[config.mk]
export PLATFORM = sky130hd
export DESIGN_NAME = uart_tx_fifo_param_flat
export DESIGN_NICKNAME = d
export VERILOG_FILES = /design/src/rtl/uart_tx_fifo_param_if.sv /design/src/rtl/uart_tx_fifo_param.sv /design/src/flat_wrapper.sv
export SDC_FILE = /design/constraint.sdc
export NUM_CORES = 1
export LEC_CHECK = 0
export ABC_CLOCK_PERIOD_IN_PS = 4030
export CELL_PAD_IN_SITES_DETAIL_PLACEMENT = 0
export CELL_PAD_IN_SITES_GLOBAL_PLACEMENT = 2
export CORE_MARGIN = 10
export CORE_UTILIZATION = 44
export CTS_BUF_LIST = sky130_fd_sc_hd__clkbuf_2 sky130_fd_sc_hd__clkbuf_4 sky130_fd_sc_hd__clkbuf_8
export DETAILED_ROUTE_END_ITERATION = 7
export GPL_ROUTABILITY_DRIVEN = 0
export PLACE_DENSITY = 0.85
export SLEW_MARGIN = 25
export SYNTH_ARGS = -nofsm -noshare
export SYNTH_HDL_FRONTEND = slang
export SYNTH_SLANG_ARGS = --single-unit
[constraint.sdc]
create_clock -name clk -period 4.03 [get_ports clk]
set_input_delay 0.806 -clock clk [delete_from_list [all_inputs] [get_ports clk]]
set_output_delay 0.806 -clock clk [all_outputs]
set_load 0.03 [all_outputs]
[src/rtl/uart_tx_fifo_param_if.sv]
// Host write port of the UART transmitter.
// Valid/ready push of one data word into the TX FIFO.
interface uart_tx_fifo_param_if #(
  parameter int DATA_W = 8
);
  logic              wr_valid;
  logic [DATA_W-1:0] wr_data;
  logic              wr_ready;

  modport master (
    output wr_valid,
    output wr_data,
    input  wr_ready
  );

  modport slave (
    input  wr_valid,
    input  wr_data,
    output wr_ready
  );
endinterface

[src/rtl/uart_tx_fifo_param.sv]
// UART transmitter with TX FIFO, runtime divisor,
// parity and stop-bit selection, back-to-back frames.
module uart_tx_fifo_param #(
  parameter int DATA_W     = 8,
  parameter int FIFO_DEPTH = 16,
  parameter int DIV_W      = 16
) (
  input  logic                          clk,
  input  logic                          rst_n,
  input  logic [DIV_W-1:0]              cfg_div,
  input  logic [1:0]                    cfg_parity,
  input  logic                          cfg_stop2,
  uart_tx_fifo_param_if.slave           wr,
  output logic                          txd,
  output logic                          busy,
  output logic [$clog2(FIFO_DEPTH):0]   fifo_count,
  output logic                          err_ovf
);
  localparam int AW = $clog2(FIFO_DEPTH);
  localparam int BW = $clog2(DATA_W);
  localparam logic [AW:0]   DEPTH_C = (AW+1)'(FIFO_DEPTH);
  localparam logic [BW-1:0] LAST_C  = BW'(DATA_W - 1);

  typedef enum logic [2:0] {
    IDLE,
    START,
    DATA,
    PARITY,
    STOP
  } state_t;

  logic [DATA_W-1:0] mem [FIFO_DEPTH];
  logic [AW-1:0]     wr_ptr;
  logic [AW-1:0]     rd_ptr;
  logic              push;
  logic              pop;

  state_t            state, state_n;
  logic [DIV_W-1:0]  cnt, cnt_n;
  logic [DIV_W-1:0]  div_q, div_n;
  logic [DATA_W-1:0] data_q, data_n;
  logic [BW-1:0]     bit_q, bit_n;
  logic              par_en_q, par_en_n;
  logic              par_odd_q, par_odd_n;
  logic              stop2_q, stop2_n;
  logic              phase_q, phase_n;
  logic              txd_n;
  logic              tick;
  logic              load;
  logic              par_bit;
  logic [DIV_W-1:0]  div_eff;

  assign wr.wr_ready = (fifo_count < DEPTH_C);
  assign push        = wr.wr_valid && wr.wr_ready;
  assign tick        = (cnt == '0);
  assign div_eff     = (cfg_div == '0) ? DIV_W'(1) : cfg_div;
  assign par_bit     = par_odd_q ? ~^data_q : ^data_q;

  // FIFO storage; entries need no reset, pointers gate them
  always_ff @(posedge clk) begin
    if (push)
      mem[wr_ptr] <= wr.wr_data;
  end

  // FIFO pointers, occupancy and sticky overflow flag
  always_ff @(posedge clk) begin
    if (!rst_n) begin
      wr_ptr     <= '0;
      rd_ptr     <= '0;
      fifo_count <= '0;
      err_ovf    <= 1'b0;
    end else begin
      if (push)
        wr_ptr <= wr_ptr + 1'b1;
      if (pop)
        rd_ptr <= rd_ptr + 1'b1;
      case ({push, pop})
        2'b10:   fifo_count <= fifo_count + 1'b1;
        2'b01:   fifo_count <= fifo_count - 1'b1;
        default: fifo_count <= fifo_count;
      endcase
      if (wr.wr_valid && !wr.wr_ready)
        err_ovf <= 1'b1;
    end
  end

  // Frame sequencing, bit timing and next line level
  always_comb begin
    state_n   = state;
    cnt_n     = tick ? cnt : cnt - 1'b1;
    div_n     = div_q;
    data_n    = data_q;
    bit_n     = bit_q;
    par_en_n  = par_en_q;
    par_odd_n = par_odd_q;
    stop2_n   = stop2_q;
    phase_n   = phase_q;
    load      = 1'b0;
    pop       = 1'b0;
    txd_n     = 1'b1;

    case (state)
      IDLE: begin
        if (fifo_count != '0)
          load = 1'b1;
      end
      START: begin
        if (tick) begin
          state_n = DATA;
          bit_n   = '0;
          cnt_n   = div_q - 1'b1;
        end
      end
      DATA: begin
        if (tick) begin
          cnt_n = div_q - 1'b1;
          if (bit_q == LAST_C) begin
            state_n = par_en_q ? PARITY : STOP;
            phase_n = 1'b0;
          end else begin
            bit_n = bit_q + 1'b1;
          end
        end
      end
      PARITY: begin
        if (tick) begin
          state_n = STOP;
          phase_n = 1'b0;
          cnt_n   = div_q - 1'b1;
        end
      end
      STOP: begin
        if (tick) begin
          if (stop2_q && !phase_q) begin
            phase_n = 1'b1;
            cnt_n   = div_q - 1'b1;
          end else if (fifo_count != '0) begin
            load = 1'b1;
          end else begin
            state_n = IDLE;
          end
        end
      end
      default: state_n = IDLE;
    endcase

    if (load) begin
      pop       = 1'b1;
      state_n   = START;
      data_n    = mem[rd_ptr];
      div_n     = div_eff;
      cnt_n     = div_eff - 1'b1;
      par_en_n  = (cfg_parity == 2'b01) || (cfg_parity == 2'b10);
      par_odd_n = (cfg_parity == 2'b10);
      stop2_n   = cfg_stop2;
    end

    case (state_n)
      START:   txd_n = 1'b0;
      DATA:    txd_n = data_n[bit_n];
      PARITY:  txd_n = par_bit;
      default: txd_n = 1'b1;
    endcase
  end

  // Frame state and registered line outputs
  always_ff @(posedge clk) begin
    if (!rst_n) begin
      state     <= IDLE;
      cnt       <= '0;
      div_q     <= DIV_W'(1);
      data_q    <= '0;
      bit_q     <= '0;
      par_en_q  <= 1'b0;
      par_odd_q <= 1'b0;
      stop2_q   <= 1'b0;
      phase_q   <= 1'b0;
      txd       <= 1'b1;
      busy      <= 1'b0;
    end else begin
      state     <= state_n;
      cnt       <= cnt_n;
      div_q     <= div_n;
      data_q    <= data_n;
      bit_q     <= bit_n;
      par_en_q  <= par_en_n;
      par_odd_q <= par_odd_n;
      stop2_q   <= stop2_n;
      phase_q   <= phase_n;
      txd       <= txd_n;
      busy      <= (state_n != IDLE);
    end
  end
endmodule
[src/flat_wrapper.sv]
// flat-port wrapper written by rule: the top's interface ports become plain ports
module uart_tx_fifo_param_flat 
#(
  parameter int DATA_W     = 8,
  parameter int FIFO_DEPTH = 16,
  parameter int DIV_W      = 16
)
  (clk, rst_n, cfg_div, cfg_parity, cfg_stop2, txd, busy, fifo_count, err_ovf, wr_wr_valid, wr_wr_data, wr_wr_ready);
  uart_tx_fifo_param_if #(.DATA_W(DATA_W)) wr_i ();
  input  logic clk;
  input  logic rst_n;
  input  logic [DIV_W-1:0] cfg_div;
  input  logic [1:0] cfg_parity;
  input  logic cfg_stop2;
  output logic txd;
  output logic busy;
  output logic [$clog2(FIFO_DEPTH):0] fifo_count;
  output logic err_ovf;
  input wire logic [$bits(wr_i.wr_valid)-1:0] wr_wr_valid;
  input wire logic [$bits(wr_i.wr_data)-1:0] wr_wr_data;
  output wire logic [$bits(wr_i.wr_ready)-1:0] wr_wr_ready;
  assign wr_i.wr_valid = wr_wr_valid;
  assign wr_i.wr_data = wr_wr_data;
  assign wr_wr_ready = wr_i.wr_ready;
  uart_tx_fifo_param #(.DATA_W(DATA_W), .FIFO_DEPTH(FIFO_DEPTH), .DIV_W(DIV_W)) u_core (.clk(clk), .rst_n(rst_n), .cfg_div(cfg_div), .cfg_parity(cfg_parity), .cfg_stop2(cfg_stop2), .wr(wr_i), .txd(txd), .busy(busy), .fifo_count(fifo_count), .err_ovf(err_ovf));
endmodule
==> metrics.txt <==
CP Capture Type flip-flop; DRC 0; Initial Utilization 44.8%; most frequent cells after synthesis 128 x edfxtp_1, 70 x dfxtp_1, 70 x nand2_1, 62 x nor2_1, 46 x a21oi_1; Max VDD drop 0.000276 V; Core Rows 52; CTS tree done; nets@finish 795; # IOs 39; Synth Warn # 0; Layout Skew 0.0183 ns; die area 0.0268 sq mm; fmax 311 MHz; min Tclk post-route 3.22 ns; ys flop type edfxtp_1; Rel. slew slack 35.9%; Fill cells 1,825; CTS Root Cell clkbuf_8; leakage power 3.42 nW; vias in the first global route 5,827; number of flops mapped to enable cells by yosys 128; die extent in x 164 microns; Routed WL per cell 18.8 microns; Vert. Die Dim 164 microns; CTS Sinks 198; Antenna Nets Post-Route 0; count of final setup violators 0; clk slew on worst S/H paths 0.12 ns; Initial DRT Pass Iterations 4; Placement Setup Slack 0.507 ns; clock buffer depth 2; Hold Buf Count CTS 0; crit share post-route 79.9%; crit path launch type flip-flop; H-tree levels 4; power per cell area 636 mW/mm^2; pin count of the biggest net entering global routing 58; max cap viols 0; cell taking the most area after synthesis edfxtp_1; Placed Cells 1,001; CTS resizes 0; Hold WC Path Type flip-flop to flip-flop; Post CTS Setup Buffer Count 0; setup_tns 0 ns; Synth area leaders edfxtp_1 42%, dfxtp_1 15%, mux4_2 6.9%; Port Buffer Count 38; post-synth cell types 70; flops & latches, synth 198; vias per cell 5.47; Synth Instances 716; diode count 0; Worst Setup Path Type flip-flop to flip-flop; clock latency on the worst-skew pair 0.48 ns; final instance count without filler cells 1,033; routed wire length 19,400 microns; Area growth, synth to finish 11.4%; footprint of the multi-input gates 0.00354 sq mm; CTS Buf Count 17; Critical Path AT 3.62 ns; status finished, final reports clean; Slew @ Worst Pin 0.958 ns; DRT iter0 DRCs 385; setup ws final 0.811 ns; initial antenna violation count 0; most frequent cell after synthesis edfxtp_1; syn_nets 761; sequential fraction of the synthesis area 57.7%; Post-Syn Area per Cell 12.7 sq um; share of the synthesized area in the top cell type 42.3%; Util after Layout 49.9%; gr ovfl total 0; GRT Total Usage 14.8%; crit path max fanout 5; first-pass GRT wire length 31,000 microns; Sequential Area 0.00525 sq mm; via count 5,651; RSZ-0062 raised after global routing no; Final Max Slew Viols 0; Netlist Area Pre-Place 0.00909 sq mm; Critical Path RT 4.43 ns; async set or reset register ratio after synthesis 0%; DP HPWL 13,600 microns; layout cells sized above 1 12.7%; core box area 0.0203 sq mm; Final Hold Vio Count 0
[layout make-up]
cell class	instances	share of cell area, %
clock inverter	15	1.99
sequential	198	51.8
tap	270	3.34
clock buffer	17	2.31
inverter	21	0.828
timing repair buffer	51	4.72
multi-input combinational	461	35.0
[routing by layer]
layer  vias to the layer above  share of wire, %  global-route usage, %  wire [microns]
met5                         -                 0                      0               0
met2                       102                52                   25.6           10000
met1                      2797                43                   18.0            8390
li1                       2731                 -                      -               -
met3                        21               3.3                   2.55             638
met4                         0               1.7                   5.48             326
[power breakdown]
part           leakage [nW]  internal, mW  total (mW)  switching, mW
combinational          1.47          1.04        2.33           1.29
sequential             1.73          2.43        2.75          0.318
clock                 0.217         0.507        1.35          0.847
total                  3.42          3.98        6.43           2.45
[critical path, stage by stage (launching register included)]
cell and delay (ns):
dfxtp_1 0.37, inv_1 0.09, ha_1 0.26, nor3b_1 0.22, nand4_1 0.27, a21o_1 0.32
clkinv_4 0.07, ha_1 0.23, inv_1 0.10, fa_1 0.40, inv_1 0.07, a21o_1 0.11
a21oi_1 0.07, xnor2_1 0.13, or3_1 0.30, a21oi_1 0.14
[cell usage in the layout (no fill, tap or decap), types with 7 or more instances in the layout]
cell type	count
a211oi_1	15
a21oi_1	46
a22oi_1	7
buf_4	13
clkbuf_8	17
clkdlybuf4s50_1	38
dfxtp_1	69
edfxtp_1	128
ha_1	14
inv_1	19
mux2i_1	12
mux4_2	28
nand2_1	70
nand3_1	21
nor2_1	62
nor2b_1	8
nor3_1	26
o21ai_0	9
xnor2_1	26
xor2_1	26
[per-stage QoR]
stage | hold slack [ns] | instance area (sq um) | power, mW
floorplan | 0.440 | 9090 | 4.62
global placement | 0.447 | 9680 | 5.11
detailed placement | 0.464 | 9680 | 5.15
CTS | 0.481 | 10100 | 6.49
global route | 0.496 | 10100 | 6.87
finish | 0.481 | 10100 | 6.43
[cells by family (layout without fill, tap and decap cells)]
logic type                 Yosys count  in the layout  synth area share (%)
and+or+nand+nor                    239            239                  13.4
DFF                                198            198                  57.7
AOI/OAI and AO/OA                  108            108                  8.29
buffers and inverters               57            104                  3.33
xor gates and xnor gates            52             52                  5.01
muxes                               47             47                  10.1
adders and majority gates           15             15                  2.15
[flip-flops by register name (all words and copies together) (netlist names), named ones only]
signal	cells
u_core.par_en_q	1
u_core.fifo_count	5
u_core.rd_ptr	4
u_core.div_q	16
u_core.state	3
u_core.busy	1
u_core.err_ovf	1
u_core.wr_ptr	4
u_core.stop2_q	1
u_core.phase_q	1
u_core.txd	1
u_core.par_odd_q	1
u_core.mem	128
u_core.cnt	16
u_core.bit_q	3
u_core.data_q	8
[worst paths after layout]
kind | depth (start not counted) | from | slack (ns) | end
setup / recovery | 15 | u_core.cnt[0]$_SDFF_PN0_ | 0.81 | u_core.fifo_count[4]$_SDFFE_PN0P_
hold / removal | 2 | u_core.div_q[15]$_SDFFE_PN0N_ | 0.48 | u_core.div_q[15]$_SDFFE_PN0N_
setup reg to reg | 15 | u_core.cnt[0]$_SDFF_PN0_ | 0.81 | u_core.fifo_count[4]$_SDFFE_PN0P_
hold reg to reg | 2 | u_core.div_q[15]$_SDFFE_PN0N_ | 0.48 | u_core.div_q[15]$_SDFFE_PN0N_
(Power assumes the default switching activity.)
